File: src/rtl/fetch_unit.sv
// fetch_unit: PC register plus one-outstanding instruction fetch over IMEM_REQ/IMEM_ACK (FETCH_TRAP_EN adds a fetch watchdog).
// Latency: 2 cycles/instruction minimum (S_FETCH with immediate ACK, then S_EXEC); HALT parks the core in S_HALT.
// Backpressure: IMEM_ACK wait holds IMEM_ADDR; STALL holds PC/INST in S_EXEC; only RST leaves S_HALT/S_FAULT.
module fetch_unit #(
  parameter int            AW       = 8,
  parameter int            IW       = 16,
  parameter logic [AW-1:0] RESET_PC = '0,
  parameter int            TIMEOUT  = 15
) (
  input  logic          CLK,
  input  logic          RST,
  output logic          IMEM_REQ,
  output logic [AW-1:0] IMEM_ADDR,
  input  logic          IMEM_ACK,
  input  logic [IW-1:0] IMEM_DATA,
  output logic [IW-1:0] INST,
  output logic [3:0]    OP,
  output logic [AW-1:0] PC,
  output logic          INST_VALID,
  input  logic          JUMP,
  input  logic          BRANCH,
  input  logic          STALL,
  input  logic          HALT,
  output logic          HALTED,
  output logic          FAULT
);

  localparam logic [1:0] S_FETCH = 2'd0;
  localparam logic [1:0] S_EXEC  = 2'd1;
  localparam logic [1:0] S_HALT  = 2'd2;

  logic [1:0]    state;
  logic [AW-1:0] pc_q;
  logic [IW-1:0] inst_q;
  logic [AW-1:0] boff;
  logic [AW-1:0] pc_next;

  // 6-bit signed branch offset widened to the PC width so the add wraps mod 2^AW.
  assign boff = {{(AW-6){inst_q[5]}}, inst_q[5:0]};

  always_comb begin
    pc_next = pc_q + AW'(1);
    if (JUMP) begin
      pc_next = inst_q[AW-1:0];
    end else if (BRANCH) begin
      pc_next = pc_q + AW'(1) + boff;
    end
  end

`ifdef FETCH_TRAP_EN
  localparam logic [1:0] S_FAULT = 2'd3;
  localparam int         WDW     = $clog2(TIMEOUT + 1);
  localparam logic [WDW-1:0] WD_LAST = WDW'(TIMEOUT - 1);

  logic [WDW-1:0] wdog;
  logic           wd_expire;

  // wdog holds the number of unacked fetch cycles already seen; the TIMEOUT-th one traps.
  always_ff @(posedge CLK) begin
    if (RST || state != S_FETCH || IMEM_ACK) begin
      wdog <= '0;
    end else begin
      wdog <= wdog + WDW'(1);
    end
  end

  assign wd_expire = (wdog == WD_LAST);
  assign FAULT     = (state == S_FAULT);
`else
  assign FAULT     = 1'b0;
`endif

  always_ff @(posedge CLK) begin
    if (RST) begin
      state  <= S_FETCH;
      pc_q   <= RESET_PC;
      inst_q <= '0;
    end else begin
      case (state)
        S_FETCH: begin
          if (IMEM_ACK) begin
            inst_q <= IMEM_DATA;
            state  <= S_EXEC;
          end
`ifdef FETCH_TRAP_EN
          else if (wd_expire) begin
            state <= S_FAULT;
          end
`endif
        end
        S_EXEC: begin
          if (!STALL) begin
            if (HALT) begin
              state <= S_HALT;
            end else begin
              pc_q  <= pc_next;
              state <= S_FETCH;
            end
          end
        end
        default: begin
        end
      endcase
    end
  end

  assign IMEM_REQ   = (state == S_FETCH) && !RST;
  assign IMEM_ADDR  = pc_q;
  assign PC         = pc_q;
  assign INST       = inst_q;
  assign OP         = inst_q[IW-1:IW-4];
  assign INST_VALID = (state == S_EXEC);
  assign HALTED     = (state == S_HALT);

endmodule

File: config.mk
export PLATFORM = sky130hd
export DESIGN_NAME = fetch_unit
export DESIGN_NICKNAME = d
export VERILOG_FILES = /design/src/rtl/fetch_unit.sv
export SDC_FILE = /design/constraint.sdc
export NUM_CORES = 1
export LEC_CHECK = 0
export ABC_AREA = 1
export CORE_MARGIN = 2
export CORE_UTILIZATION = 40
export DETAILED_ROUTE_END_ITERATION = 6
export GPL_TIMING_DRIVEN = 0
export PLACE_DENSITY = 0.77
export SLEW_MARGIN = 0
export SYNTH_ARGS = -nofsm -noshare
export SYNTH_HDL_FRONTEND = slang
export SYNTH_SLANG_ARGS = --single-unit
File: constraint.sdc
create_clock -name CLK -period 2 [get_ports CLK]
set_clock_uncertainty 0.15 [all_clocks]
set_input_delay 0.5 -clock CLK [delete_from_list [all_inputs] [get_ports CLK]]
set_output_delay 0.5 -clock CLK [all_outputs]
set_load 0.005 [all_outputs]
=== After elaboration in Yosys (flattened, before gate mapping) ===
Cells that the tools add are included.

* Register bits after elaboration: 26
* Input port bits: 23
* Output and inout port bits: 40
* Logic and storage cells: 24

* Add/sub/neg operators: 2
* Eq/ne operators: 4
* Muxes and demuxes: 6
* Bitwise logic cells: 2
* Reductions and logical operators: 7

{| class="wikitable"
|+ Operator list
! operator !! count
|-
| 8-bit two-way mux || 2
|-
| 8-bit by 1-bit adder with 8-bit output (second input constant) || 1
|-
| 8-bit adder || 1
|-
| 2-bit two-way mux || 3
|-
| 3-bit AND reduction || 2
|-
| 2-bit != test (second input constant) || 2
|-
| 2-bit one-hot mux with 2 select lines || 1
|-
| 2-bit by 1-bit equality test with 1-bit output (second input constant) || 1
|-
| 2-bit equality test (second input constant) || 1
|-
| 2-bit zero test || 1
|-
| 1-bit NOT || 2
|-
| 2-bit AND reduction || 1
|-
| 2-bit nonzero test || 1
|-
| 1-bit logical AND || 1
|-
| 1-bit zero test || 1
|}

=== Logic depth before layout (Yosys ltp) ===
* Depth in word-level cells: 4
* Gate-level depth with buffers: 15
* Gate-level depth less buffers: 15

=== Least setup slack after synthesis ===
Ideal clock, no wire load.

* Path type: reg-to-reg
* Start point: register pc_q[0], in the netlist IMEM_ADDR[0]
* End point: register pc_q[7], in the netlist IMEM_ADDR[7]
* Setup time: 0.116 ns
* Arrival: 2.016 ns
* Required time: 1.734 ns
* Path slack: -0.282 ns
* Cell stages (with the launch flop): 16
* Path buffers: 0
* Clock period less this slack: 2.282 ns
* Cells stage by stage: dfxtp_1 > ha_1 > nand3_1 > nand3b_1 > xnor2_1 > ha_1 > nand2_1 > inv_1 > a21oi_1 > nand2_1 > nand2_1 > nand3_1 > nand2_1 > nand3_1 > nand2_1 > a21oi_1

* Longest elaborated chain between the ends: 4

{| class="wikitable"
|+ RTL lines
! element !! RTL line !! RTL
|-
| start, declared || 33 || <nowiki>logic [AW-1:0] pc_q;</nowiki>
|-
| start signal, assigned || 96 || <nowiki>pc_q <= pc_next;</nowiki>
|-
| 8-bit by 1-bit adder with 8-bit output (*) || 42, 46 ||
|-
| 8-bit adder || 46 || <nowiki>pc_next = pc_q + AW'(1) + boff;</nowiki>
|-
| 8-bit two-way mux (*) || 45 || <nowiki>end else if (BRANCH) begin</nowiki>
|-
| 8-bit two-way mux (*) || 43 || <nowiki>if (JUMP) begin</nowiki>
|}

Mark *: on every way between the ends. The rest lies on a longest branch, timed or not.
A chain may end at the register's enable or synchronous reset.

=== Worst setup path after layout ===
* Start point: register pc_q[1], in the netlist IMEM_ADDR[1]
* End point: register pc_q[6], in the netlist IMEM_ADDR[6]

The elaborated chain is that of the path after synthesis.

==> results_dict.tcl <==
set metrics [dict create \
    synthesis.area_sq_mm 0.001653 \
    cts_hold_buffers 0 \
    cts_buffers 3 \
    cp_slowest_stage_delay_ps 390 \
    seqPwrFrac 0.460 \
    slowest_stage "dfxtp_4" \
    place_congestion 0.8216 \
    utilization 0.6569 \
    clkTransAtPathRegs_ps 90 \
    worstSkewPairLatency_ps 260 \
    drive_gt1_frac 0.2774 \
    clock_path_buffers 2 \
    syn-instance-count 235 \
    layout_common_cells "clkdlybuf4s50_1, nor2_1, nand2_1, buf_4, o21ai_0" \
    ys_ff_latch 26 \
    port-buffer-count 58 \
    crit_buf_inv 2 \
    swShare 0.2870 \
    hp-class "in -> reg" \
    io_pins 63 \
    pwr-share-comb 0.311 \
    synthTopCellsByArea "dfxtp_1, nand2_1, nor2_1" \
    wire_per_inst_um 12.23 \
    initial_core_util 0.4132 \
    vias 1726 \
    htree_levels 1 \
    synth.avg_cell_area_sq_um 7.033 \
    vdd_drop_max_v 0.0003996 \
    syn_to_final_growth_pct 58.97 \
    crit_type "reg -> reg" \
    rsz0062_at_grt "yes" \
    cap_viol_max_count 0 \
    grt_pass1_vias 1460 \
    fin_crit_sh 1.188 \
    drc 0 \
    first_pass_iters 4 \
    clock-sinks 26 \
    violations "setup timing" \
    switchingPower_mw 0.3754 \
    start_kind "flip-flop" \
    final_max_slew_viol_count 0 \
    yosys_warnings 0 \
    synth_cell_type_count 32 \
    p_per_area_mw_per_mm2 497.7 \
    antenna_found_initial 0 \
    hpwl_um 3180 \
    via_per_inst 4.794 \
    dieArea_sq_mm 0.004662 \
    hold_violations 0 \
    cp_top_family "simple AND/OR/NAND/NOR gates" \
    synth_top_cell_by_area "dfxtp_1" \
    die_w_um 68.28 \
    status "complete, but fails checks" \
    p_clk_frac 0.229 \
    cp-end-kind "flip-flop" \
    setup_viol 4 \
    num_antenna_cells 0 \
    max_freq_ghz 0.4208 \
    worstPathMaxFanout 4 \
    cts_tree "done" \
    antenna_left 0 \
    setup_tns_ps -969.7 \
    drt_wl_total_um 4404 \
    grt_max_degree 15 \
    path_cells "ha_4 > nand3_4 > nand3b_1 > xnor2_2 > ha_4 > buf_4 > buf_4 > or2_0 > nand3_1 > nand3_1 > nand2_1 > a21oi_2" \
    final_area_sq_mm 0.002628 \
    fp-row-count 23 \
    worst_slack_ps -376.6 \
    syn-num-nets 268 \
    die_height_um 68.28 \
    fin_nets 344 \
    period_needed_ps 2377 \
    final_common_cell "clkdlybuf4s50_1" \
    globalRouteOverflowTotal 0 \
    gr-usage-all-layers 0.1824 \
    p_leak_nw 1.211 \
    drt_iter0_drc 55 \
    power.internal_mw 0.9325 \
    synth_top_area_frac 0.3149 \
    crit_arrival_ps 2390 \
    post_dp_cell_area_sq_mm 0.002338 \
    core_area_sq_mm 0.004000 \
    cts-root-buf "clkbuf_8" \
    grt_pass1_wl_um 6527 \
    crit_required_ps 2010 \
    ys_seq_area_frac 0.3149 \
]
==> path summary, 6_finish.rpt <==
path	startpoint	end	slack, ps	cells after the start
hold / removal	RST	IMEM_ADDR[5]	310	2
hold reg to reg	INST[11]	INST[11]	340	2
setup reg to reg	IMEM_ADDR[1]	IMEM_ADDR[6]	-380	12
setup / recovery	IMEM_ADDR[1]	IMEM_ADDR[6]	-380	12
==> layout make-up <==
cell class | instances | area, sq um
buffer | 21 | 152.6
tap | 50 | 62.56
sequential | 26 | 543.0
multi-input combinational | 166 | 1054
clock buffer | 4 | 45.04
fill | 351 | 1373
timing repair buffer | 71 | 688.2
inverter | 22 | 82.58
==> through the flow <==
step | std cells | setup slack [ps] | hold WS, ps | power [mW]
after global routing | 360 | -462.7 | 310.4 | 1.388
after detailed placement | 343 | -320.7 | 325.6 | 0.9777
after CTS | 355 | -262.0 | 309.9 | 1.292
final | 360 | -376.6 | 310.6 | 1.308
after global placement | 343 | -286.5 | 311.0 | 0.9694
after floorplan | 235 | -117.1 | 327.3 | 0.7917
==> cell usage after synthesis (all sizes together) <==
library cell / number
xnor2: 2
dfxtp: 26
nand4: 1
nor3: 2
a211oi: 1
clkbuf: 2
o211ai: 2
conb: 1
inv: 22
nand2: 41
a31oi: 1
o21ai: 23
xor2: 6
nor2: 41
or2: 1
a21oi: 21
a21o: 1
o21bai: 1
nand3: 10
buf: 19
fa: 1
ha: 9
nand3b: 1
==> kinds of logic after synthesis <==
kind of cell,Yosys count,synth area share
adders and majority gates,10,0.08024
DFF,26,0.3149
other,1,0.002269
AOI/OAI and AO/OA,50,0.1666
xor gates and xnor gates,8,0.04239
and+or+nand+nor,97,0.2513
buffers and inverters,43,0.1423
==> per-layer routing <==
layer | track usage | vias to the layer above | share of wire | wire length (um)
li1 | - | 896 | - | -
met1 | 0.2304 | 764 | 0.42 | 1846
met2 | 0.3083 | 62 | 0.51 | 2229
met3 | 0.04276 | 4 | 0.069 | 304
met4 | 0.05250 | 0 | 0.0052 | 23
met5 | 0 | - | 0 | 0
==> sequential cells by signal, summed over array words and instances (netlist names) <==
signal and count:
IMEM_ADDR 8, INST 16, state 2
==> power by group through the flow <==
stage / clock network, mW / logic [mW] / registers, mW
final: 0.299 / 0.406 / 0.602
after global routing: 0.331 / 0.448 / 0.609
after CTS: 0.304 / 0.389 / 0.599
after detailed placement: 0 / 0.367 / 0.610
after global placement: 0 / 0.361 / 0.609
after floorplan: 0 / 0.188 / 0.604
==> what timing repair did <==
| action | in CTS | in global routing |
|---|---|---|
| resized for setup | 16 | 17 |
| cloned | 0 | 0 |
| endpoints found under the setup margin | 6 | 11 |
| buffers inserted | 8 | 6 |
| pin swaps | 9 | 24 |
Note: power is estimated with default switching activity, not from simulation.
==> edit 1: new RTL, same flow settings <==
Set the parameter `IW` to 18 (it was 16).
--- a/src/rtl/fetch_unit.sv
+++ b/src/rtl/fetch_unit.sv
@@ -3,7 +3,7 @@
 // Backpressure: IMEM_ACK wait holds IMEM_ADDR; STALL holds PC/INST in S_EXEC; only RST leaves S_HALT/S_FAULT.
 module fetch_unit #(
   parameter int            AW       = 8,
-  parameter int            IW       = 16,
+  parameter int            IW       = 18,
   parameter logic [AW-1:0] RESET_PC = '0,
   parameter int            TIMEOUT  = 15
 ) (
Ports: changed (resized IMEM_DATA and INST); port bits go from 63 to 67. The function was not compared with the original's and may differ.
==> edit 1 against the original RTL <==
  * The run still ends with setup timing left
  * Design area up 5.3%
  * Routed wire length up 6.7%
  * Sequential power up 7.8%
  * Power rose by 8.1%
  * Sequential cell count grew 2
  * Worst setup slack gained 0.14 ns
  * Area after synthesis is 4.3% higher
  * Largest cell class unchanged
==> edit 1: results (changes against the original RTL) <==
Parameter                              Value

Global routing
  All-Layer GR Usage ... 18.0% (-0.24 points)
  Vias in the first global route ... 1612 (+10%)
  Met1 GRT Util ... 21.9% (-1.2 points)
  Global routing met3 resource utilization ... 2.33% (-2.0 points)
  Maximum number of pins on one net before global-route repair ... 16 (+1)
  Wire length of the first global-routing pass ... 7220 µm (+11%)

Placement
  HPWL after detailed placement ... 3430 µm (+7.7%)
  Routability congestion estimate ... 0.831 (+1.1%)

Routing
  Final routed wirelength across all metal layers ... 4700 µm (+6.7%)
  Initial DRC Count ... 56 (+1.8%)

Status
  Status ... complete, but fails checks
  Failing checks ... setup timing

Power and ir drop
  Static Leakage ... 1.29 nW (+6.6%)

Critical path
  Maximum cell stage delay along the critical path ... 0.38 ns
  Data arrival at the endpoint of the critical path ... 2.27 ns (-0.12 ns)

Layout
  Layout fillers ... 347 (-1.1%)
  Post-layout nets ... 359 (+4.4%)
  Fraction of layout instances using a drive strength above 1 ... 26.6% (-1.1 points)
  Number of flip-flops under the largest register name ... 18 (+2)

Logic synthesis
  Library cells used by synthesis ... 35 (+9.4%)
  Sequential cell area fraction in the yosys report ... 32.5% (+1.0 points)
  Ranking of synthesized cells by area ... sky130_fd_sc_hd__dfxtp_1 (33%), sky130_fd_sc_hd__nor2_1 (9.8%), sky130_fd_sc_hd__nand2_1 (7.6%)

Timing
  Final setup violation count ... 5 (+1)
  Final worst slack ... -0.241 ns (+0.135 ns)

CTS
  Root Buffer Master ... sky130_fd_sc_hd__clkbuf_8
## edit 1: cell count changes after synthesis, moves of 4 or more
cell                      before  now
sky130_fd_sc_hd__o21ai_1       3   13
sky130_fd_sc_hd__nor2_1       38   45
sky130_fd_sc_hd__o21ai_0      20   13
sky130_fd_sc_hd__inv_2        10    6
sky130_fd_sc_hd__nand2_1      39   35
## edit 1: where the power goes
part | switching [mW] | internal (mW) | leakage, nW
Clock | 0.172 | 0.143 | 0.0228
Sequential | 0.0516 | 0.598 | 0.237
Combinational | 0.191 | 0.259 | 1.03
Total | 0.414 | 1.00 | 1.29
## edit 1: through the flow
stage                     TNS, ns  total power [mW]  std cells  area, µm²  hold slack (ns)
after floorplan            -0.214             0.850        242       1770            0.310
after global placement     -0.677              1.05        354       2450            0.310
after detailed placement   -0.827              1.06        354       2450            0.317
after CTS                  -0.866              1.39        368       2640            0.327
after global routing        -1.26              1.49        373       2770            0.320
final                      -0.792              1.41        373       2770            0.323
## edit 1: cell families (layout without fill, tap and decap cells)
logic type      after synthesis  in the layout  share of synthesized area [%]
buf+inv                      43            124                           13.6
simple gates                101            101                           25.3
xor+xnor                      7              7                           3.99
other cells                   1              1                          0.217
compound gates               52             52                           16.8
flops                        28             28                           32.5
fa+ha+maj                    10             10                           7.69
## edit 1: timing repair
item	CTS	global route
resized for setup	17	27
buffers inserted	10	6
pin swaps	16	11
setup endpoints to repair	9	12
## edit 1: cell type report
class                   instances  area share [%]
plain buffers                  21            5.42
flip-flops and latches         28            21.4
well taps                      50            2.26
repair buffers                 77            27.0
multi-input cells             171            39.1
clock buffers                   4            1.63
inverters                      22            3.16
## edit 1: path summary, 6_finish.rpt
path,from,to,slack (ns),cells after the start
setup / recovery,IMEM_ADDR[1],IMEM_ADDR[6],-0.24,12
hold / removal,RST,IMEM_ADDR[6],0.32,2
setup reg to reg,IMEM_ADDR[1],IMEM_ADDR[6],-0.24,12
hold reg to reg,INST[6],INST[6],0.33,2
## edit 1: worst max-delay path: cells and delay by family (launching register included)
family          cells  cell delay (ns)
compound gates      2             0.21
xor+xnor            1             0.23
fa+ha+maj           1             0.28
buf+inv             1             0.04
flops               1             0.38
simple gates        7             0.85
## edit 1: metal layers
layer  part of all wire (%)  vias up
met5                      0        -
met4                    1.8        0
met3                    6.5        9
met2                     51       67
met1                     41      851
li1                       -      932
==> edit 2: new RTL, same settings <==
Without the edit above. Add a define of `FETCH_TRAP_EN`.
--- a/src/rtl/fetch_unit.sv
+++ b/src/rtl/fetch_unit.sv
@@ -1,6 +1,8 @@
 // fetch_unit: PC register plus one-outstanding instruction fetch over IMEM_REQ/IMEM_ACK (FETCH_TRAP_EN adds a fetch watchdog).
 // Latency: 2 cycles/instruction minimum (S_FETCH with immediate ACK, then S_EXEC); HALT parks the core in S_HALT.
 // Backpressure: IMEM_ACK wait holds IMEM_ADDR; STALL holds PC/INST in S_EXEC; only RST leaves S_HALT/S_FAULT.
+`define FETCH_TRAP_EN
+
 module fetch_unit #(
   parameter int            AW       = 8,
   parameter int            IW       = 16,
Check against the original RTL: no difference found for any inputs over 10 cycles, from zero or initial values and one cycle with RST high; that may be too few to reach the edited logic, so the function may still have changed.
==> edit 2 against the original RTL <==
  * The run still ends with setup timing left
  * Die area is 8.0% higher
  * Via count is 8.9% higher
  * Design area increased by 9.7%
  * Synthesized cell count increased by 6.8%
  * Combinational power grew 28%
  * Sequential cell count up 4
  * Worst setup slack improved by 0.13 ns
  * Area after synthesis up 8.6%
  * Power rose by 29%
  * Routed wire length up 11%
  * Worst hold slack gained 0.014 ns
  * Sequential power grew 18%
  * Critical path type unchanged
  * Critical endpoint is now IMEM_ADDR[7]
  * Highest routed layer unchanged
==> edit 2: results (changes against the original RTL) <==
Parameter                              Value

Timing
  Final worst slack ... -0.251 ns (+0.126 ns)
  Hold slack final ... 0.325 ns (+0.0145 ns)
  Final setup violation count ... 6 (+2)
  Final setup TNS ... -0.865 ns (+0.105 ns)

Placement
  Routability congestion estimate ... 0.826 (+0.49%)
  Number of port buffers ... 61 (+5.2%)
  Instance area after placement ... 2510 µm² (+7.5%)
  HPWL after detailed placement ... 3420 µm (+7.6%)
  Post-Place Cells ... 364 (+6.1%)

Layout
  Fraction of area in multi-input gates ... 39.1% (-0.95 points)
  Post-layout nets ... 369 (+7.3%)
  Layout buffer count excluding clock buffers ... 95 (+3.3%)
  #MultiIn Comb ... 174 (+4.8%)
  Layout clock buffers ... 6 (+2)

Logic synthesis
  Sequential cell area fraction in the yosys report ... 33.5% (+2.0 points)
  Ranking of synthesized cells by area ... sky130_fd_sc_hd__dfxtp_1 (33%), sky130_fd_sc_hd__nor2_1 (8.4%), sky130_fd_sc_hd__nand2_1 (7.7%)
  Post-synth top cells ... sky130_fd_sc_hd__nor2_1 (40), sky130_fd_sc_hd__nand2_1 (37), sky130_fd_sc_hd__dfxtp_1 (30)

Status
  Status ... complete, but fails checks
  Failing checks ... setup timing

Global routing
  Vias in the first global route ... 1789 (+23%)
  Maximum number of pins on one net before global-route repair ... 11 (-4)
  All-Layer GR Usage ... 19.1% (+0.85 points)

Routing
  Final routed wirelength across all metal layers ... 4910 µm (+11%)

Power and ir drop
  Static Leakage ... 1.34 nW (+11%)
  IR drop worst, VDD ... 0.367 mV (-8.2%)
  Proportion of power drawn by combinational gates ... 30.8% (-0.3 points)

Min path
  Worst hold-check path type ... register to register

Critical path
  Cells on worst reg2reg path ... 15 (+3)
  Worst reg2reg path endpoint ... IMEM_ADDR[7]
edit 2: changes by cell type after synthesis, moves of 4 or more:
cell                      unedited run  this run
sky130_fd_sc_hd__inv_1              12        23
sky130_fd_sc_hd__dfxtp_1            26        30
sky130_fd_sc_hd__o21ai_0            20        27
sky130_fd_sc_hd__a21oi_1            18        22
sky130_fd_sc_hd__inv_2              10         3
edit 2: logic make-up (layout without fill, tap and decap cells):
family                   count (synthesis)  count (layout)  share of synthesized area, %
buffers and inverters                   47             131                          13.2
AO/OA/AOI/OAI                           62              62                          19.5
flip-flops                              30              30                          33.5
XOR/XNOR                                 7               7                          3.42
AND/OR/NAND/NOR                         93              93                          21.6
adder cells (fa/ha/maj)                 12              12                          8.79
edit 2: metal layers:
layer / global-route usage, % / vias to the layer above
met3: 5.13 / 7
met5: 0 / -
li1: - / 964
met1: 23.2 / 856
met2: 32.7 / 52
met4: 6.29 / 0
edit 2: timing repair:
item	CTS	global route
endpoints found under the setup margin	7	23
resized for setup	18	35
setup buffers	9	6
pin swaps	17	21
